===== config.mk =====
export PLATFORM = sky130hd
export DESIGN_NAME = uc_multiciclo_param
export DESIGN_NICKNAME = d
export VERILOG_FILES = /design/src/rtl/uc_multiciclo_param.sv
export SDC_FILE = /design/constraint.sdc
export NUM_CORES = 1
export LEC_CHECK = 0
export BUFFER_PORTS_ARGS = -buffer_cell sky130_fd_sc_hd__buf_2
export CAP_MARGIN = 20
export CORE_UTILIZATION = 54
export DETAILED_ROUTE_END_ITERATION = 6
export PLACE_DENSITY = 0.85
export SYNTH_ARGS = -nofsm -noshare
export SYNTH_HDL_FRONTEND = slang
export SYNTH_SLANG_ARGS = --single-unit

===== constraint.sdc =====
create_clock -name CLK -period 2.56 [get_ports CLK]
set_input_delay 0.512 -clock CLK [delete_from_list [all_inputs] [get_ports CLK]]
set_output_delay 0.512 -clock CLK [all_outputs]
set_load 0.05 [all_outputs]

===== src/rtl/uc_multiciclo_param.sv =====
`timescale 1ns/1ps
// Multicycle control unit for the RV64 datapath: fetch/decode/execute FSM with a memory
// request/ready handshake, a wait timeout and ebreak halt. Define UC_TRAP_EN to trap undefined opcodes.
module uc_multiciclo_param #(
  parameter int ALU_W       = 3,
  parameter int MEM_TIMEOUT = 15,
  parameter int TO_W        = 8
) (
  input  logic             CLK,
  input  logic             RESET,
  input  logic [6:0]       IR6_0,
  input  logic [2:0]       IR14_12,
  input  logic             IR30,
  input  logic             IGUAL,
  input  logic             MEM_READY,
  output logic             MEM_REQ,
  output logic             MEM_WR,
  output logic             IR_WIRE,
  output logic             PC_WRITE,
  output logic             PC_SRC,
  output logic             ALU_SRCA,
  output logic [1:0]       ALU_SRCB,
  output logic [ALU_W-1:0] ALU_SELECTOR,
  output logic             LOAD_A,
  output logic             LOAD_B,
  output logic             LOAD_ALUOUT,
  output logic             LOAD_MDR,
  output logic             BANCO_WIRE,
  output logic [1:0]       MEM_TO_REG,
  output logic             HALTED,
  output logic             MEM_ERR
`ifdef UC_TRAP_EN
  , output logic           TRAP_SEL
`endif
);

  typedef enum logic [3:0] {
    S_FETCH, S_DECODE, S_EXEC_R, S_EXEC_I, S_ADDR, S_MEM_RD, S_MEM_ST,
    S_WB_ALU, S_WB_MEM, S_WB_LUI, S_BRANCH, S_HALT, S_ERR, S_TRAP
  } state_t;

  localparam logic [ALU_W-1:0] OP_ADD = ALU_W'(1);
  localparam logic [ALU_W-1:0] OP_SUB = ALU_W'(2);
  localparam logic [ALU_W-1:0] OP_AND = ALU_W'(3);
  localparam logic [ALU_W-1:0] OP_XOR = ALU_W'(6);
  localparam logic [ALU_W-1:0] OP_CMP = ALU_W'(7);
  localparam logic [TO_W-1:0]  TO_LAST = TO_W'(MEM_TIMEOUT - 1);

  state_t          state_q, state_d;
  logic [TO_W-1:0] cnt_q, cnt_d;
  logic            timeout_hit;
  logic            br_taken;

  function automatic logic [ALU_W-1:0] exec_op(input logic [2:0] f3, input logic sub);
    case (f3)
      3'b000:  return sub ? OP_SUB : OP_ADD;
      3'b111:  return OP_AND;
      3'b100:  return OP_XOR;
      default: return OP_ADD;
    endcase
  endfunction

  always_ff @(posedge CLK or negedge RESET) begin
    if (!RESET) begin
      state_q <= S_FETCH;
      cnt_q   <= '0;
    end else begin
      state_q <= state_d;
      cnt_q   <= cnt_d;
    end
  end

  // This cycle would be the MEM_TIMEOUT-th wait; READY on the same cycle still completes.
  assign timeout_hit = (cnt_q == TO_LAST);
  assign br_taken    = ((IR14_12 == 3'b000) && IGUAL) || ((IR14_12 == 3'b001) && !IGUAL);

  always_comb begin
    state_d      = state_q;
    MEM_REQ      = 1'b0;
    MEM_WR       = 1'b0;
    IR_WIRE      = 1'b0;
    PC_WRITE     = 1'b0;
    PC_SRC       = 1'b0;
    ALU_SRCA     = 1'b0;
    ALU_SRCB     = 2'b00;
    ALU_SELECTOR = OP_ADD;
    LOAD_A       = 1'b0;
    LOAD_B       = 1'b0;
    LOAD_ALUOUT  = 1'b0;
    LOAD_MDR     = 1'b0;
    BANCO_WIRE   = 1'b0;
    MEM_TO_REG   = 2'b00;
    HALTED       = 1'b0;
    MEM_ERR      = 1'b0;
`ifdef UC_TRAP_EN
    TRAP_SEL     = 1'b0;
`endif
    // Outputs are held at their reset values for as long as RESET is low, not just at the edge.
    if (RESET) begin
      case (state_q)
        S_FETCH: begin
          MEM_REQ  = 1'b1;
          ALU_SRCB = 2'b01;
          if (MEM_READY) begin
            IR_WIRE  = 1'b1;
            PC_WRITE = 1'b1;
            state_d  = S_DECODE;
          end else if (timeout_hit) begin
            state_d = S_ERR;
          end
        end
        S_DECODE: begin
          LOAD_A      = 1'b1;
          LOAD_B      = 1'b1;
          LOAD_ALUOUT = 1'b1;
          ALU_SRCB    = 2'b11;
          case (IR6_0)
            7'b0110011:             state_d = S_EXEC_R;
            7'b0010011:             state_d = S_EXEC_I;
            7'b0000011, 7'b0100011: state_d = S_ADDR;
            7'b1100011:             state_d = S_BRANCH;
            7'b0110111:             state_d = S_WB_LUI;
            7'b1110011:             state_d = S_HALT;
`ifdef UC_TRAP_EN
            default:                state_d = S_TRAP;
`else
            default:                state_d = S_FETCH;
`endif
          endcase
        end
        S_EXEC_R: begin
          ALU_SRCA     = 1'b1;
          ALU_SELECTOR = exec_op(IR14_12, IR30);
          LOAD_ALUOUT  = 1'b1;
          state_d      = S_WB_ALU;
        end
        S_EXEC_I: begin
          ALU_SRCA     = 1'b1;
          ALU_SRCB     = 2'b10;
          ALU_SELECTOR = exec_op(IR14_12, 1'b0);
          LOAD_ALUOUT  = 1'b1;
          state_d      = S_WB_ALU;
        end
        S_ADDR: begin
          ALU_SRCA    = 1'b1;
          ALU_SRCB    = 2'b10;
          LOAD_ALUOUT = 1'b1;
          state_d     = IR6_0[5] ? S_MEM_ST : S_MEM_RD;
        end
        S_MEM_RD: begin
          MEM_REQ = 1'b1;
          if (MEM_READY) begin
            LOAD_MDR = 1'b1;
            state_d  = S_WB_MEM;
          end else if (timeout_hit) begin
            state_d = S_ERR;
          end
        end
        S_MEM_ST: begin
          MEM_REQ = 1'b1;
          MEM_WR  = 1'b1;
          if (MEM_READY)        state_d = S_FETCH;
          else if (timeout_hit) state_d = S_ERR;
        end
        S_WB_ALU: begin
          BANCO_WIRE = 1'b1;
          state_d    = S_FETCH;
        end
        S_WB_MEM: begin
          BANCO_WIRE = 1'b1;
          MEM_TO_REG = 2'b01;
          state_d    = S_FETCH;
        end
        S_WB_LUI: begin
          BANCO_WIRE = 1'b1;
          MEM_TO_REG = 2'b10;
          state_d    = S_FETCH;
        end
        S_BRANCH: begin
          ALU_SRCA     = 1'b1;
          ALU_SELECTOR = OP_CMP;
          PC_WRITE     = br_taken;
          PC_SRC       = br_taken;
          state_d      = S_FETCH;
        end
        S_HALT: HALTED = 1'b1;
        S_ERR: begin
          HALTED  = 1'b1;
          MEM_ERR = 1'b1;
        end
`ifdef UC_TRAP_EN
        S_TRAP: begin
          PC_WRITE = 1'b1;
          PC_SRC   = 1'b1;
          TRAP_SEL = 1'b1;
          state_d  = S_FETCH;
        end
`endif
        default: state_d = S_FETCH;
      endcase
    end
    cnt_d = cnt_q;
    if (state_d != state_q)           cnt_d = '0;
    else if (MEM_REQ && !MEM_READY)   cnt_d = cnt_q + TO_W'(1);
  end

endmodule


Word-level counts from Yosys, hierarchy flattened
Cells that the tools add are included.
Widths: inputs -> output; s select.
{"block": "op_classes", "mux": 44, "n_eq_ne": 24, "reduce_logical": 17, "n_addsub": 1}
{"cell": "$pmux 4 s7", "count": 1}
{"cell": "$mux 1", "count": 24}
{"cell": "$pmux 4 s6", "count": 1}
{"cell": "$eq 7x6->1 const B", "count": 3}
{"cell": "$eq 4x4->1 const B", "count": 5}
{"cell": "$mux 4", "count": 5}
{"cell": "$pmux 3 s3", "count": 2}
{"cell": "$eq 4x3->1 const B", "count": 4}
{"cell": "$mux 8", "count": 2}
{"cell": "$eq 7x7->1 const B", "count": 2}
{"cell": "$add 8x1->8 const B", "count": 1}
{"cell": "$eq 4x2->1 const B", "count": 2}
{"cell": "$eq 8x4->1 const B", "count": 1}
{"cell": "$mux 2", "count": 4}
{"cell": "$reduce_or 2->1", "count": 4}
{"cell": "$reduce_or 4->1", "count": 2}
{"cell": "$eq 7x2->1 const B", "count": 1}
{"cell": "$eq 7x5->1 const B", "count": 1}
{"cell": "$eq 3x3->1 const B", "count": 2}
{"cell": "$pmux 2 s3", "count": 1}
{"cell": "$pmux 3 s2", "count": 1}
{"cell": "$reduce_or 3->1", "count": 2}
{"cell": "$eq 4x1->1 const B", "count": 1}
{"cell": "$logic_not 4->1", "count": 1}
{"cell": "other kinds (10)", "count": 13}
{"block": "totals", "ff_bits": 12, "wordCells": 88, "inputBits": 15, "output_inout_bits": 20}

Logic depth before layout (Yosys ltp)
{"block": "depth", "depth_word": 7, "ltp_mapped": 8, "ltp_nobuf": 8}

Worst setup path after synthesis
Ideal clock, no wire load.
{"block": "synth_timing", "path_kind": "flip-flop to output port", "from": "register state_q[3]", "to": "output port PC_WRITE", "slack_ns": -0.915, "n_path_buf": 2, "stages_incl_launch_ff": 5, "t_arrival_ns": 2.963, "path_cell_list": "dfrtp_1 > buf_6 > dlygate4sd1_1 > nor4_1 > or2_1"}
{"block": "synth_via", "elab_chain_cells": 3, "word_cells_on_any_way": 4, "cone_classes": "1 x eq/ne; 2 x mux; 1 x reduce/logical"}
{"item": "start: declaration", "line_no": "49", "source": "state_t state_q, state_d;"}
{"item": "start signal: assignment", "line_no": "68", "source": "state_q <= state_d;"}
{"item": "$eq 4x4->1 / $logic_not 4->1 (equally long branches)", "line_no": "100", "source": "case (state_q)"}
{"item": "$pmux 1 s2 *", "line_no": "100"}
{"item": "$mux 1 *", "line_no": "99", "source": "if (RESET) begin"}
{"item": "end: declaration", "line_no": "19", "source": "output logic PC_WRITE,"}
Every way passes the cells marked *; elsewhere a longest branch is shown, timed or not.

Worst setup path after layout
{"block": "layout_timing", "from": "register state_q[0]", "to": "output port HALTED"}
{"block": "layout_via", "elab_chain_cells": 4, "word_cells_on_any_way": 5, "cone_classes": "2 x eq/ne; 2 x mux; 1 x reduce/logical"}
{"item": "$eq 4x4->1", "line_no": "100"}
{"item": "$reduce_or 2->1 (no line) *"}
{"item": "$mux 1 *", "line_no": "100"}
{"item": "$mux 1 *", "line_no": "99"}
{"item": "end: declaration", "line_no": "30", "source": "output logic HALTED,"}
Marks and branches as above.

==> results by group <==
Outcome
  – Status: complete, no violations

Timing
  – Min cycle time layout: 2.45 ns
  – Slew at the pin closest to its max-slew limit: 0.660 ns
  – Fin Hold WS: 0.0915 ns
  – Max_slew headroom: 54.9%
  – Maximum clock frequency: 0.409 GHz
  – Final WS setup: 0.113 ns
  – Crit share post-route: 95.6%
  – Layout Skew: 0.00397 ns
  – Final Setup Violations: 0
  – RSZ-0062 raised after global routing: no
  – Setup TNS: 0 ns
  – Max-slew violation count: 0
  – Final hold violation count: 0

Synthesis
  – Synth Instances: 183
  – Sequential share of the synthesized area: 20.7%
  – Avg Cell Area, Syn: 7.94 um2
  – Synth Cell Area: 1450 um2
  – Fraction of registers with async set or reset after synthesis: 100%
  – Cell variety after synth: 61
  – #FFs+latches synth: 12
  – Post-synth EDFFs: 0
  – Synthesized Nets: 200
  – Synth warn: 0
  – Ys flop type: dfrtp_1

Global routing
  – GRT Total Usage: 25.2%
  – Initial antenna violation count: 0
  – First-pass GRT wire length: 5360 um
  – Largest net degree at the start of global routing: 24
  – Vias in the first global route: 1220
  – Total gr overflow: 0

Hold path
  – Hold/Removal Path Class: in2async

Finish
  – Core Util, Final: 67.4%
  – Finished layout cell area: 1680 um2
  – Layout cell share with drive strength beyond 1: 32.6%
  – Multi-input logic area: 1060 um2
  – Flip-flop and latch area: 307 um2
  – Area Overhead vs Synth: 15.8%
  – Layout Cells excl Fill: 245
  – Most common cell after layout, fill and taps aside: buf_2
  – Number of diodes: 0
  – Nets: 233
  – Most frequent cells in the layout: buf_2, nand2_1, nor2_1, a21oi_1
  – Layout fillers: 216

Placement
  – Final estimated routing congestion in global placement: 0.951
  – Pre-CTS setup slack: 0.274 ns
  – Placed cell area: 1630 um2
  – Number of I/O port buffers: 34
  – Placed insts: 241
  – Hpwl dp: 2700 um

Clock network
  – Total CTS buffers: 3
  – CTS tree: yes
  – Clk sink count: 12
  – Root buf cell: clkbuf_4
  – Clk_lat worst skew: 0.28 ns
  – Clk buf depth: 2
  – Postcts setup bufs: 0
  – Clk slew on worst S/H paths: 0.08 ns
  – CTS H-tree depth: 1

Flow run
  – Max-capacitance violation count: 0

Floorplanning
  – Die Wd: 53.9 um
  – Boundary Pins: 35
  – Die height: 53.9 um
  – Initial core utilization: 58.2%
  – Row count: 18
  – Core Region: 2500 um2
  – Die area: 2900 um2

Worst setup path
  – Crit path DAT: 1.94 ns
  – Critical Path Start Type: flip-flop
  – CP Capture Type: output pin
  – Req. time, crit path: 2.05 ns
  – CP Class: reg2out
  – Crit Path Max Fanout: 23

Pwr
  – Pleak: 0.736 nW
  – Peak supply drop: 0.000613 V
  – Power, Total: 1.51 mW
  – PD cells: 896 nW/um2

Route
  – DRC viols: 0
  – DRT iter0 DRCs: 42
  – WL final: 3450 um
  – Vias per cell: 5.98
  – Drt pass-1 iters: 4
  – Drt wl/cell: 14.1 um
  – Via count: 1464
  – Post-DRT Antenna Nets: 0
[state kept, by name, indices dropped and copies added (netlist names)]
name and count:
state_q 4, cnt_q 8
[per-layer routing]
layer	vias to the layer above	track usage, %	routed length, um
met3	9	1.69	178
met1	675	32.5	1490
met5	-	0	0
met2	49	43.4	1710
li1	731	-	-
met4	0	10.1	59
[worst max-delay path, stage by stage (launching register included)]
cell      delay, ns
dfrtp_4        0.58
or3b_1         0.49
o21ai_1        0.17
and3_1         0.19
clkbuf_4       0.22
[final timing paths]
check / start / to / slack, ns / cells past startpoint
max in group asynchronous: RESET / state_q[2] / 1.99 / 2
worst min-delay path: RESET / state_q[0] / 0.09 / 1
worst min register to register: cnt_q[7] / cnt_q[7] / 0.64 / 2
worst max register to register: cnt_q[0] / cnt_q[6] / 0.33 / 8
worst max-delay path: state_q[0] / HALTED / 0.11 / 4
min in group CLK: cnt_q[7] / cnt_q[7] / 0.64 / 2
[cell usage after synthesis (all sizes together), types with 2 or more instances]
cell type  number  area [um2]
and3b           3        26.3
nand3           8        40.0
a21o            3        23.8
buf             7        62.6
inv             8        30.0
nand2          21        78.8
ha              2        25.0
nor2           15        58.8
nand4           5        46.3
nor3           10        50.1
a31oi           3        18.8
nor4b           2        38.8
clkbuf          3        15.0
or2             3        18.8
o22ai           2        12.5
xnor2           6        52.6
a21oi          12        63.8
and2            2        12.5
dfrtp          12         300
xor2            5        43.8
or2b            3        23.8
a211oi          2        20.0
nor3b          11         123
o21ai           8        40.0
nand2b          3        18.8
nor4            2        12.5
[area by class of cell]
type,count,share of cell area (%)
Timing Repair Buffer,39,12.6
Multi-Input combinational cell,152,63.0
Tap cell,30,2.23
Clock buffer,4,2.15
Inverter,8,1.78
Sequential cell,12,18.2
[cells by family after synthesis]
logic type | synth area share [%]
muxes | 1.46
AOI/OAI and AO/OA | 17.7
DFF | 20.7
xor gates and xnor gates | 6.63
and+or+nand+nor | 43.8
buffers and inverters | 8.00
adders and majority gates | 1.72
[repair_timing]
action	CTS	global route
resized for setup	1	8
endpoints found under the hold margin	0	0
setup endpoints to repair	1	7
hold buffers	0	0
pin swaps	0	0
[where the power goes]
group / switching (mW) / internal [mW]
clock network: 0.0670 / 0.0865
logic: 0.656 / 0.354
registers: 0.117 / 0.228
(Power assumes the default switching activity.)
